### config.mk
export PLATFORM = sky130hd
export DESIGN_NAME = uc_gera_asteroides
export DESIGN_NICKNAME = d
export VERILOG_FILES = /design/src/rtl/asteroides_pkg.sv /design/src/rtl/uc_gera_asteroides_lfsr8.sv /design/src/rtl/uc_gera_asteroides.sv
export SDC_FILE = /design/constraint.sdc
export NUM_CORES = 1
export LEC_CHECK = 0
export BUFFER_PORTS_ARGS = -buffer_cell sky130_fd_sc_hd__buf_4
export CAP_MARGIN = 20
export CORE_ASPECT_RATIO = 2
export CORE_MARGIN = 2
export CORE_UTILIZATION = 43
export DETAILED_ROUTE_END_ITERATION = 10
export PLACE_DENSITY = 0.71
export SYNTH_ARGS = -nofsm -noshare
export SYNTH_HDL_FRONTEND = slang
export SYNTH_SLANG_ARGS = --single-unit
### constraint.sdc
create_clock -name clock -period 2.7 [get_ports clock]
set_clock_uncertainty 0.15 [all_clocks]
set_input_delay 0.54 -clock clock [delete_from_list [all_inputs] [get_ports clock]]
set_output_delay 0.54 -clock clock [all_outputs]
set_load 0.03 [all_outputs]
### src/rtl/asteroides_pkg.sv
// ---------------------------------------------------------------------------
// asteroides_pkg
//
// Definitions shared by the asteroid spawn controller and the movement stage.
//   - estado_t      : state encodings of the spawn controller (values are the
//                     debug codes shown on db_estado_gera_aste)
//   - DB_INVALIDO   : debug code shown for any unused state encoding
//   - OP_HC/OP_HD/OP_VC/OP_VD : asteroid direction opcodes
//   - LFSR_TAPS     : tap mask for x^8+x^6+x^5+x^4+1 (bits 7,5,4,3)
//   - palavra_*     : bit offsets of the fields inside an asteroid word
//                     {loaded, opcode[1:0], x[COORD_W-1:0], y[COORD_W-1:0]}
// ---------------------------------------------------------------------------
package asteroides_pkg;

    typedef enum logic [4:0] {
        INICIO          = 5'd0,
        ESPERA          = 5'd1,
        RESETA_CONTADOR = 5'd2,
        VERIFICA_LOADED = 5'd3,
        INCREMENTA      = 5'd4,
        ESCREVE         = 5'd5,
        SINALIZA        = 5'd6,
        CHEIO           = 5'd7
    } estado_t;

    localparam logic [4:0] DB_INVALIDO = 5'b11111;

    // Direction opcodes: horizontal/vertical, crescente/decrescente
    localparam logic [1:0] OP_HC = 2'b00;
    localparam logic [1:0] OP_HD = 2'b01;
    localparam logic [1:0] OP_VC = 2'b10;
    localparam logic [1:0] OP_VD = 2'b11;

    localparam logic [7:0] LFSR_TAPS = 8'b1011_1000;

    // Field offsets of the asteroid word, for a given coordinate width
    function automatic int palavra_y_lsb(input int coord_w);
        palavra_y_lsb = 0;
    endfunction

    function automatic int palavra_x_lsb(input int coord_w);
        palavra_x_lsb = coord_w;
    endfunction

    function automatic int palavra_op_lsb(input int coord_w);
        palavra_op_lsb = 2 * coord_w;
    endfunction

    function automatic int palavra_loaded_bit(input int coord_w);
        palavra_loaded_bit = 2 * coord_w + 2;
    endfunction

    function automatic int palavra_largura(input int coord_w);
        palavra_largura = 2 * coord_w + 3;
    endfunction

endpackage

### src/rtl/uc_gera_asteroides_lfsr8.sv
// ---------------------------------------------------------------------------
// lfsr8
//
// Free-running 8-bit Fibonacci LFSR, polynomial x^8+x^6+x^5+x^4+1, shifting
// left once per clock. The feedback bit enters at bit 0.
//
// Ports:
//   clock  in   system clock, rising edge
//   reset  in   synchronous active-low reset, loads SEMENTE
//   valor  out  current LFSR state
//
// Parameter SEMENTE must be nonzero, otherwise the register locks at zero.
// ---------------------------------------------------------------------------
module lfsr8
    import asteroides_pkg::*;
#(
    parameter logic [7:0] SEMENTE = 8'hA5
) (
    input  logic       clock,
    input  logic       reset,
    output logic [7:0] valor
);

    // Feedback is the XOR of the tapped bits (7,5,4,3)
    always_ff @(posedge clock) begin
        if (!reset) begin
            valor <= SEMENTE;
        end else begin
            valor <= {valor[6:0], ^(valor & LFSR_TAPS)};
        end
    end

endmodule

### src/rtl/uc_gera_asteroides.sv
// ---------------------------------------------------------------------------
// uc_gera_asteroides
//
// Asteroid spawn controller. On each request it scans the asteroid memory
// from slot 0 for the first slot whose loaded bit is clear and writes a new
// asteroid word there. Direction and edge position come from a sample of an
// internal LFSR taken at the start of the request. If every slot is loaded
// it finishes with a "memory full" indication instead.
//
// Ports:
//   clock               in   system clock, rising edge
//   reset               in   synchronous active-low reset
//   gera_aste           in   spawn request, only looked at in ESPERA
//   loaded_aste         in   loaded bit of the slot at endereco_aste
//   endereco_aste       out  slot address (the scan counter)
//   enable_mem_aste     out  one-cycle memory write enable
//   dado_aste           out  {loaded, opcode[1:0], x, y}, zero unless writing
//   geracao_concluida   out  one-cycle pulse at the end of every request
//   sem_espaco          out  one-cycle pulse with geracao_concluida when full
//   db_estado_gera_aste out  current state code (5'b11111 for unused codes)
//   db_amostra          out  LFSR sample register (only with the macro below)
//
// Configuration macro:
//   GERA_ASTE_DB_AMOSTRA_EN  adds the db_amostra debug output port.
//
// All outputs except db_estado_gera_aste are registered: they are loaded on
// the same edge that enters the state in which they are asserted, so they
// line up exactly with the state register.
// ---------------------------------------------------------------------------
module uc_gera_asteroides #(
    parameter int         N_ASTE  = 16,
    parameter int         ADDR_W  = 4,
    parameter int         COORD_W = 4,
    parameter logic [7:0] SEMENTE = 8'hA5
) (
    input  logic                 clock,
    input  logic                 reset,
    input  logic                 gera_aste,
    input  logic                 loaded_aste,
    output logic [ADDR_W-1:0]    endereco_aste,
    output logic                 enable_mem_aste,
    output logic [2+2*COORD_W:0] dado_aste,
    output logic                 geracao_concluida,
    output logic                 sem_espaco,
    output logic [4:0]           db_estado_gera_aste
`ifdef GERA_ASTE_DB_AMOSTRA_EN
    ,
    output logic [7:0]           db_amostra
`endif
);

    import asteroides_pkg::*;

    localparam int PAL_W      = palavra_largura(COORD_W);
    localparam int Y_LSB      = palavra_y_lsb(COORD_W);
    localparam int X_LSB      = palavra_x_lsb(COORD_W);
    localparam int OP_LSB     = palavra_op_lsb(COORD_W);
    localparam int LOADED_BIT = palavra_loaded_bit(COORD_W);

    localparam logic [ADDR_W-1:0]  ULTIMO_SLOT = ADDR_W'(N_ASTE - 1);
    localparam logic [COORD_W-1:0] COORD_MAX   = '1;

    estado_t             estado;
    logic [ADDR_W-1:0]   contador;
    logic [7:0]          amostra;
    logic [7:0]          lfsr_valor;

    logic [1:0]          op_novo;
    logic [COORD_W-1:0]  r_novo;
    logic [COORD_W-1:0]  x_novo;
    logic [COORD_W-1:0]  y_novo;
    logic [PAL_W-1:0]    palavra_nova;

    // Random source, runs every cycle regardless of the state machine
    lfsr8 #(
        .SEMENTE (SEMENTE)
    ) u_lfsr (
        .clock (clock),
        .reset (reset),
        .valor (lfsr_valor)
    );

    // Opcode in the two low bits of the sample, the edge offset r right above
    assign op_novo = amostra[1:0];
    assign r_novo  = COORD_W'(amostra >> 2);

    // The asteroid enters on the edge opposite to its direction of travel,
    // at offset r along that edge
    always_comb begin
        x_novo = '0;
        y_novo = '0;
        case (op_novo)
            OP_HC: begin
                x_novo = '0;
                y_novo = r_novo;
            end
            OP_HD: begin
                x_novo = COORD_MAX;
                y_novo = r_novo;
            end
            OP_VC: begin
                x_novo = r_novo;
                y_novo = '0;
            end
            OP_VD: begin
                x_novo = r_novo;
                y_novo = COORD_MAX;
            end
            default: begin
                x_novo = '0;
                y_novo = '0;
            end
        endcase
    end

    // Assemble the new word from the package field offsets
    always_comb begin
        palavra_nova                        = '0;
        palavra_nova[LOADED_BIT]            = 1'b1;
        palavra_nova[OP_LSB +: 2]           = op_novo;
        palavra_nova[X_LSB +: COORD_W]      = x_novo;
        palavra_nova[Y_LSB +: COORD_W]      = y_novo;
    end

    // Control FSM with registered outputs. Pulse outputs default to zero each
    // cycle and are set only on the transition into the state that owns them.
    // The counter is compared against the last slot before incrementing, so
    // a full scan stops at N_ASTE-1 instead of wrapping.
    always_ff @(posedge clock) begin
        if (!reset) begin
            estado            <= INICIO;
            contador          <= '0;
            amostra           <= '0;
            enable_mem_aste   <= 1'b0;
            dado_aste         <= '0;
            geracao_concluida <= 1'b0;
            sem_espaco        <= 1'b0;
        end else begin
            enable_mem_aste   <= 1'b0;
            dado_aste         <= '0;
            geracao_concluida <= 1'b0;
            sem_espaco        <= 1'b0;

            case (estado)
                INICIO: begin
                    estado <= ESPERA;
                end

                ESPERA: begin
                    if (gera_aste) begin
                        estado <= RESETA_CONTADOR;
                    end
                end

                RESETA_CONTADOR: begin
                    contador <= '0;
                    amostra  <= lfsr_valor;
                    estado   <= VERIFICA_LOADED;
                end

                VERIFICA_LOADED: begin
                    if (!loaded_aste) begin
                        estado          <= ESCREVE;
                        enable_mem_aste <= 1'b1;
                        dado_aste       <= palavra_nova;
                    end else if (contador == ULTIMO_SLOT) begin
                        estado            <= CHEIO;
                        geracao_concluida <= 1'b1;
                        sem_espaco        <= 1'b1;
                    end else begin
                        estado <= INCREMENTA;
                    end
                end

                INCREMENTA: begin
                    contador <= contador + ADDR_W'(1);
                    estado   <= VERIFICA_LOADED;
                end

                ESCREVE: begin
                    estado            <= SINALIZA;
                    geracao_concluida <= 1'b1;
                end

                SINALIZA, CHEIO: begin
                    estado <= ESPERA;
                end

                default: begin
                    estado <= INICIO;
                end
            endcase
        end
    end

    assign endereco_aste = contador;

`ifdef GERA_ASTE_DB_AMOSTRA_EN
    assign db_amostra = amostra;
`endif

    // Debug code is the state encoding itself; anything outside the defined
    // set is flagged so a corrupted state register is visible
    always_comb begin
        db_estado_gera_aste = DB_INVALIDO;
        case (estado)
            INICIO, ESPERA, RESETA_CONTADOR, VERIFICA_LOADED,
            INCREMENTA, ESCREVE, SINALIZA, CHEIO: begin
                db_estado_gera_aste = estado;
            end
            default: begin
                db_estado_gera_aste = DB_INVALIDO;
            end
        endcase
    end

endmodule

==> results.cfg, run 1 <==
[logic_synthesis]
ys.flop_type = dfxtp_1
yosysTopAreaCell = dfxtp_1
async_flop_share_pct = 0
synth_cell_types = 34
synth_top_area_share_pct = 52.36
synth_common_cells = dfxtp_1, a21oi_1, nand2_1
yosysMostFrequentCell = dfxtp_1
synth_area_leaders = dfxtp_1, a21oi_1, nand2b_1, nand2_1, a21boi_0
synth_edf_count = 0
syn_avg_cell_area_um2 = 8.965
ys_seq_elements = 34
mappedNetlistArea_mm2 = 0.001300
ys_warn_count = 0
synth_cells = 145
yosysSeqAreaShare_pct = 52.36

[worst_setup_path]
timing.rr.start = estado[0]$_SDFFE_PN0P_
critPathSlowestCell = dfxtp_1
startpoint_type = flop
timing.rr.end = dado_aste[9]$_SDFF_PP0_
slowest_delay_ps = 690
ff2ff_setup_slack_ps = 900
critPathKind = reg -> out
worstPathArrival_ps = 1250
r2r_cells = 4
critPathRequiredTime_ps = 2010
cp-end-kind = output port
path_buf_inv = 1
crit_chain = buf_4
path_max_fanout = 20
worst_path_dominant_cell_family = flip-flops

[drt]
dr.pass1.iters = 4
viasPerCell = 5.181
drt_iter0_drc = 21
route.detailed.drc = 0
wire_per_inst_um = 12.29
drt-total-wl_um = 2372
routed-via-count = 1000
ant_nets = 0

[timing]
hold_viol = 0
holdWs_ps = 265.4
setup_ws_ps = 764.6
timing.final.crit_share_pct = 71.68
period_minus_slack_ps = 1935
setup_violations = 0
worstMarginPinSlew_ps = 587.3
fmax_mhz = 516.7
slew_viol_final = 0
grt_setup_unrepaired = false
fin_tns_setup_ps = 0
slew_headroom_pct = 60.79

[placed_design]
dp_hpwl_um = 1699
dp_slack_ps = 911.8
place_area_mm2 = 0.001448
io_buffers = 24
place_congestion = 0.8063

[hold_path]
min_to = u_lfsr.valor[7]$_SDFF_PN1_
hp-class = reg -> reg
holdPathStages = 1
hold_start = u_lfsr.valor[6]$_SDFF_PN0_

[final_layout]
seq_area_um2 = 680.7
fin_nets = 167
layout-drive-gt1-share_pct = 19.63
antenna-diode-count = 0
area_growth_pct = 19.54
design_area_mm2 = 0.001554
nFillCells = 286
multi_input_area_um2 = 533.0

[global_route]
antenna_found_initial = 0
grt_max_degree = 22
track_usage_pct = 15.14
grt_pass1_wl_um = 3919
grt_pass1_vias = 917
globalRouteOverflowTotal = 0

[floorplan]
core_mm2 = 0.002908
io_pins = 27
num_rows = 28
dieArea_mm2 = 0.003506
die_h_um = 81.76
die_w_um = 42.88
initial_core_util_pct = 44.71

[clocking]
hold_buffers = 0
clock_path_buffers = 2
cts.sinks = 34
cts_resized = 0
clkTransAtPathRegs_ps = 60
cts_buffers = 5
cts_tree = built
htreeDepth = 2
cts_setup_buffers = 0
clk_latency_ps = 280
clockRootBuffer = clkbuf_8

[power_and_ir_drop]
p_per_area_mw_per_mm2 = 684.0
irDropWorstVdd_uv = 496.5
power.total_mw = 1.063
p_leak_nw = 0.6169

[job]
max_cap_viol_count = 0

[run_status]
status = complete, no violations
[metrics by stage]
stage / instances / utilization [%]
finish: 193 / 53.44
global route: 193 / 53.44
CTS: 193 / 53.44
detailed placement: 185 / 49.78
global placement: 185 / 49.78
floorplan: 146 / -
[registers in the layout, indices dropped and copies added, names as in the netlist]
register	cells
endereco_aste	4
geracao_concluida	1
amostra	6
estado	3
sem_espaco	1
u_lfsr.valor	8
dado_aste	11
[report_power, final]
group / switching (mW) / leakage [nW] / internal (mW)
Combinational: 0.0417 / 0.287 / 0.0310
Sequential: 0.0220 / 0.277 / 0.521
Clock: 0.172 / 0.0524 / 0.276
Total: 0.236 / 0.617 / 0.827
[logic make-up after synthesis]
group                      after synthesis  synth area share, %
AOI/OAI and AO/OA                       39                18.19
buffers and inverters                   19                6.929
DFF                                     34                52.36
and+or+nand+nor                         48                19.25
xor gates and xnor gates                 3                2.022
adders and majority gates                1               0.9623
other                                    1               0.2885
[worst max-delay path by stage]
| stage | from | end | slack, ps | depth (start not counted) |
|---|---|---|---|---|
| after CTS | estado[0]$_SDFFE_PN0P_ | db_estado_gera_aste[0] | 770 | 1 |
| after detailed placement | estado[1]$_SDFFE_PN0P_ | dado_aste[9]$_SDFF_PP0_ | 910 | 4 |
| after global placement | estado[1]$_SDFFE_PN0P_ | dado_aste[8]$_SDFF_PP0_ | 950 | 4 |
| final | estado[0]$_SDFFE_PN0P_ | db_estado_gera_aste[0] | 760 | 1 |
| after floorplan | endereco_aste[0]$_SDFFE_PN0P_ | geracao_concluida$_SDFF_PN0_ | 1140 | 4 |
| after global routing | estado[0]$_SDFFE_PN0P_ | db_estado_gera_aste[0] | 690 | 1 |
[per-layer routing]
metal	GRT usage, %	share of wire (%)	vias up
li1	-	-	508
met1	15.17	38	459
met2	26.97	54	27
met3	4.615	5.2	6
met4	8.438	2.2	0
met5	0	0	-
[layout make-up]
type	count	area share, %
timing repair buffer	24	11.59
tap	30	2.415
inverter	4	1.047
multi-input combinational	93	34.30
sequential	34	43.80
clock inverter	1	1.932
clock buffer	7	4.911
[cell usage in the layout, fill, tap and decap left out, drive strengths merged]
cell	count
dfxtp	34
buf	24
a21oi	17
nand2	16
nand2b	10
and2	7
o21ai	7
clkbuf	7
a21boi	6
nor2	4
inv	3
nor2b	2
nor3	2
xor2	2
o21a	2
conb	2
or3	1
clkinv	1
nor4bb	1
o22ai	1
a22o	1
o21bai	1
a22oi	1
a2bb2oi	1
xnor2	1
nand4	1
nand3	1
o211ai	1
or2	1
and3	1
nor4	1
a32o	1
ha	1
bufinv	1
Note: power is estimated with default switching activity, not from simulation.
==> run 2, diff against run 1 <==
clock period = 1.9 ns   (was 2.7 ns; I/O delays follow)
==> results.cfg, run 2 (synthesis results as in run 1) <==
[clocking]
cts.sinks = 34
cts_setup_buffers = 0
clockRootBuffer = clkbuf_8
cts_buffers = 5
clk_latency_ps = 290
htreeDepth = 2
cts_tree = built
clock_path_buffers = 2
hold_buffers = 0
cts_resized = 0
clkTransAtPathRegs_ps = 70

[worst_setup_path]
startpoint_type = flop
path_depth = 4
slowest_delay_ps = 520
path_buf_inv = 1
critPathRequiredTime_ps = 1940
r2r_cells = 4
cp-end-kind = flop
critPathKind = reg -> reg
timing.rr.start = estado[2]$_SDFFE_PN0P_
worstPathArrival_ps = 1640
crit_chain = nand2b_1, or3_1, clkinv_2, and2_1
path_max_fanout = 11
worst_path_dominant_cell_family = simple AND/OR/NAND/NOR gates
critPathSlowestCell = dfxtp_1
cp-startpoint = estado[2]$_SDFFE_PN0P_

[global_route]
grt_pass1_vias = 944
grt_pass1_wl_um = 4029
antenna_found_initial = 0
track_usage_pct = 15.80
globalRouteOverflowTotal = 0
grt_max_degree = 22

[drt]
drt_iter0_drc = 18
drt-total-wl_um = 2524
viasPerCell = 5.239
route.detailed.drc = 0
ant_nets = 0
dr.pass1.iters = 4
wire_per_inst_um = 12.81
routed-via-count = 1032

[job]
max_cap_viol_count = 0

[floorplan]
initial_core_util_pct = 44.71
core_mm2 = 0.002908
io_pins = 27
num_rows = 28
die_w_um = 42.88
dieArea_mm2 = 0.003506
die_h_um = 81.76

[hold_path]
hp-class = in -> reg
hold_start = reset
holdPathStages = 2

[final_layout]
reg.largest.list = dado_aste (11), u_lfsr.valor (8), amostra (6)
fin_nets = 171
top_register = dado_aste
area_growth_pct = 24.25
nFillCells = 276
layout-drive-gt1-share_pct = 22.75
layout_commonest_cell = dfxtp_1
largest_reg_flops = 11
antenna-diode-count = 0
final_cell_mix = dfxtp_1, buf_4, a21oi_1

[timing]
period_minus_slack_ps = 1602
setup_violations = 0
holdWs_ps = 217.4
grt_setup_unrepaired = false
fmax_mhz = 624.3
slew_viol_final = 0
timing.final.crit_share_pct = 84.31
fin_tns_setup_ps = 0
hold_viol = 0

[power_and_ir_drop]
p_leak_nw = 0.6523
irDropWorstVdd_uv = 639.1
p_per_area_mw_per_mm2 = 1042

[placed_design]
io_buffers = 24
place_congestion = 0.7993
dp_hpwl_um = 1795

[run_status]
status = complete, no violations
run 2: changes by cell type in the layout (fill, tap and decap cells not counted), sizes merged:
cell,change
buf,+4
bufinv,+1
clkinv,+1
clkbuf,-2
run 2: final timing paths:
kind	slack, ps	end
min	220	u_lfsr.valor[0]$_SDFF_PN1_
max reg2reg	300	dado_aste[8]$_SDFF_PP0_
max	300	dado_aste[8]$_SDFF_PP0_
min reg2reg	280	u_lfsr.valor[7]$_SDFF_PN1_
run 2: area by class of cell:
type                       count  area, µm²  area share [%]
clock buffer                   5      68.82           4.260
clock inverter                 3      68.82           4.260
inverter                       4      16.27           1.007
multi-input combinational     93      533.0           33.00
sequential                    34      680.7           42.14
tap                           30      37.54           2.324
timing repair buffer          28      210.2           13.01
run 2: layer usage:
layer	global-route usage [%]	vias to the layer above	share of wire [%]
met4	11.25	0	3.3
met2	28.33	23	55
li1	-	518	-
met3	4.835	7	4.4
met5	0	-	0
met1	14.58	484	37
run 2: power by group:
part	switching [mW]	internal, mW
logic	0.0726	0.0531
registers	0.0202	0.739
clock network	0.272	0.525
total	0.365	1.32
run 2: through the flow:
stage | power [mW] | worst slack, ps | instance area, µm² | instances | util [%]
3_5_place_dp | 0.9002 | 314.4 | 1478 | 189 | 50.82
2_1_floorplan | 0.8681 | 335.5 | 1304 | 146 | -
4_1_cts | 1.696 | 302.6 | 1615 | 197 | 55.55
6_report | 1.683 | 298.1 | 1615 | 197 | 55.55
5_1_grt | 1.737 | 131.9 | 1615 | 197 | 55.55
3_3_place_gp | 0.8965 | 344.6 | 1478 | 189 | 50.82
==> run 3, diff against run 2 <==
clock period = 1.5 ns   (was 1.9 ns; I/O delays follow)
==> results.cfg, run 3 (synthesis results as in run 1) <==
[final_layout]
fin_nets = 174
layout_commonest_cell = dfxtp_1
layout-drive-gt1-share_pct = 24.40
antenna-diode-count = 0
final_cell_mix = dfxtp_1, buf_4, a21oi_1
area_growth_pct = 21.94
top_register = dado_aste
design_area_mm2 = 0.001585
reg.largest.list = dado_aste (11), u_lfsr.valor (8), amostra (6)
final_util_pct = 54.52
largest_reg_flops = 11

[floorplan]
dieArea_mm2 = 0.003506
die_h_um = 81.76
num_rows = 28
io_pins = 27
die_w_um = 42.88
core_mm2 = 0.002908
initial_core_util_pct = 44.71

[worst_setup_path]
r2r_cells = 5
path_max_fanout = 6
startpoint_type = flop
cp-startpoint = endereco_aste[0]$_SDFFE_PN0P_
timing.rr.start = endereco_aste[0]$_SDFFE_PN0P_
cp-end-kind = flop
critPathRequiredTime_ps = 1580
critPathKind = reg -> reg
worstPathArrival_ps = 1550

[timing]
hold_viol = 0
holdWs_ps = 195.1
fin_tns_setup_ps = 0
period_minus_slack_ps = 1467
setup_violations = 0
fmax_mhz = 681.8
grt_setup_unrepaired = false
timing.final.crit_share_pct = 97.78
slew_viol_final = 0

[clocking]
cts_buffers = 5
clkTransAtPathRegs_ps = 60
htreeDepth = 2
hold_buffers = 0
clk_latency_ps = 280
clockRootBuffer = clkbuf_8
cts_tree = built
cts_setup_buffers = 0
clock_path_buffers = 2
cts.sinks = 34
cts_resized = 0

[power_and_ir_drop]
internal-power_mw = 1.363
p_leak_nw = 0.6426
pwr-share-clk_pct = 36.5
irDropWorstVdd_uv = 707.8
switching_power_uw = 418.6
sw_frac_of_total_pct = 23.49
p_per_area_mw_per_mm2 = 1124
seqPwrFrac_pct = 53.9
comb_power_share_pct = 9.6

[hold_path]
hold_start = gera_aste
holdPathStages = 4
hp-class = in -> reg

[drt]
ant_nets = 0
drt-total-wl_um = 2574
wire_per_inst_um = 13.00
drt_iter0_drc = 19
dr.pass1.iters = 4
routed-via-count = 1058
route.detailed.drc = 0
viasPerCell = 5.343

[global_route]
track_usage_pct = 15.83
grt_pass1_wl_um = 4126
grt_max_degree = 21
antenna_found_initial = 0
grt_pass1_vias = 980
globalRouteOverflowTotal = 0

[placed_design]
place_congestion = 0.7674
io_buffers = 24
dp_hpwl_um = 1827
place_area_mm2 = 0.001503

[run_status]
status = complete, no violations

[job]
max_cap_viol_count = 0
run 3: changes by cell type in the layout (fill, tap and decap cells not counted):
cell / before / now
clkinv_4: 1 / 0
dfxtp_1: 34 / 32
dfxtp_2: 0 / 2
buf_4: 28 / 31
clkbuf_8: 5 / 6
bufinv_16: 2 / 0
run 3: per-layer routing:
layer	GRT usage [%]	up-vias	wire length (µm)
li1	-	520	-
met1	14.95	500	979
met2	28.79	32	1399
met3	4.615	6	134
met4	10.00	0	61
met5	0	-	0
run 3: path summary, 6_finish.rpt:
| path | end | slack, ps |
|---|---|---|
| setup reg to reg | endereco_aste[2]$_SDFFE_PN0P_ | 30 |
| hold reg to reg | u_lfsr.valor[7]$_SDFF_PN1_ | 270 |
| hold / removal | estado[0]$_SDFFE_PN0P_ | 200 |
| setup / recovery | endereco_aste[2]$_SDFFE_PN0P_ | 30 |
run 3: area by class of cell:
cell class / instances / area [µm²]
clock buffers: 6 / 82.58
fillers: 275 / 1323
inverters: 4 / 16.27
multi-input cells: 93 / 533.0
flip-flops and latches: 34 / 683.2
well taps: 30 / 37.54
repair buffers: 31 / 232.7
run 3: power by group through the flow:
stage | clock [mW] | sequential [mW] | combinational [mW]
final | 0.650 | 0.960 | 0.171
after global routing | 0.691 | 0.964 | 0.191
after CTS | 0.663 | 0.960 | 0.172
after detailed placement | 0 | 0.980 | 0.170
after global placement | 0 | 0.979 | 0.166
after floorplan | 0 | 0.974 | 0.125
run 3: through the flow:
| stage | total power, mW | worst slack [ps] | std cells |
|---|---|---|---|
| floorplan | 1.100 | 79.33 | 146 |
| global placement | 1.144 | 133.5 | 192 |
| detailed placement | 1.150 | 96.96 | 192 |
| CTS | 1.795 | 70.08 | 198 |
| global route | 1.846 | 5.706 | 198 |
| finish | 1.782 | 33.23 | 198 |
run 3: worst max-delay path, cell delays in order, from the launching register on:
cell and delay [ps]:
dfxtp_2 370, ha_1 230, nor4bb_1 320, a21oi_1 70, o22ai_1 140, and2_1 130
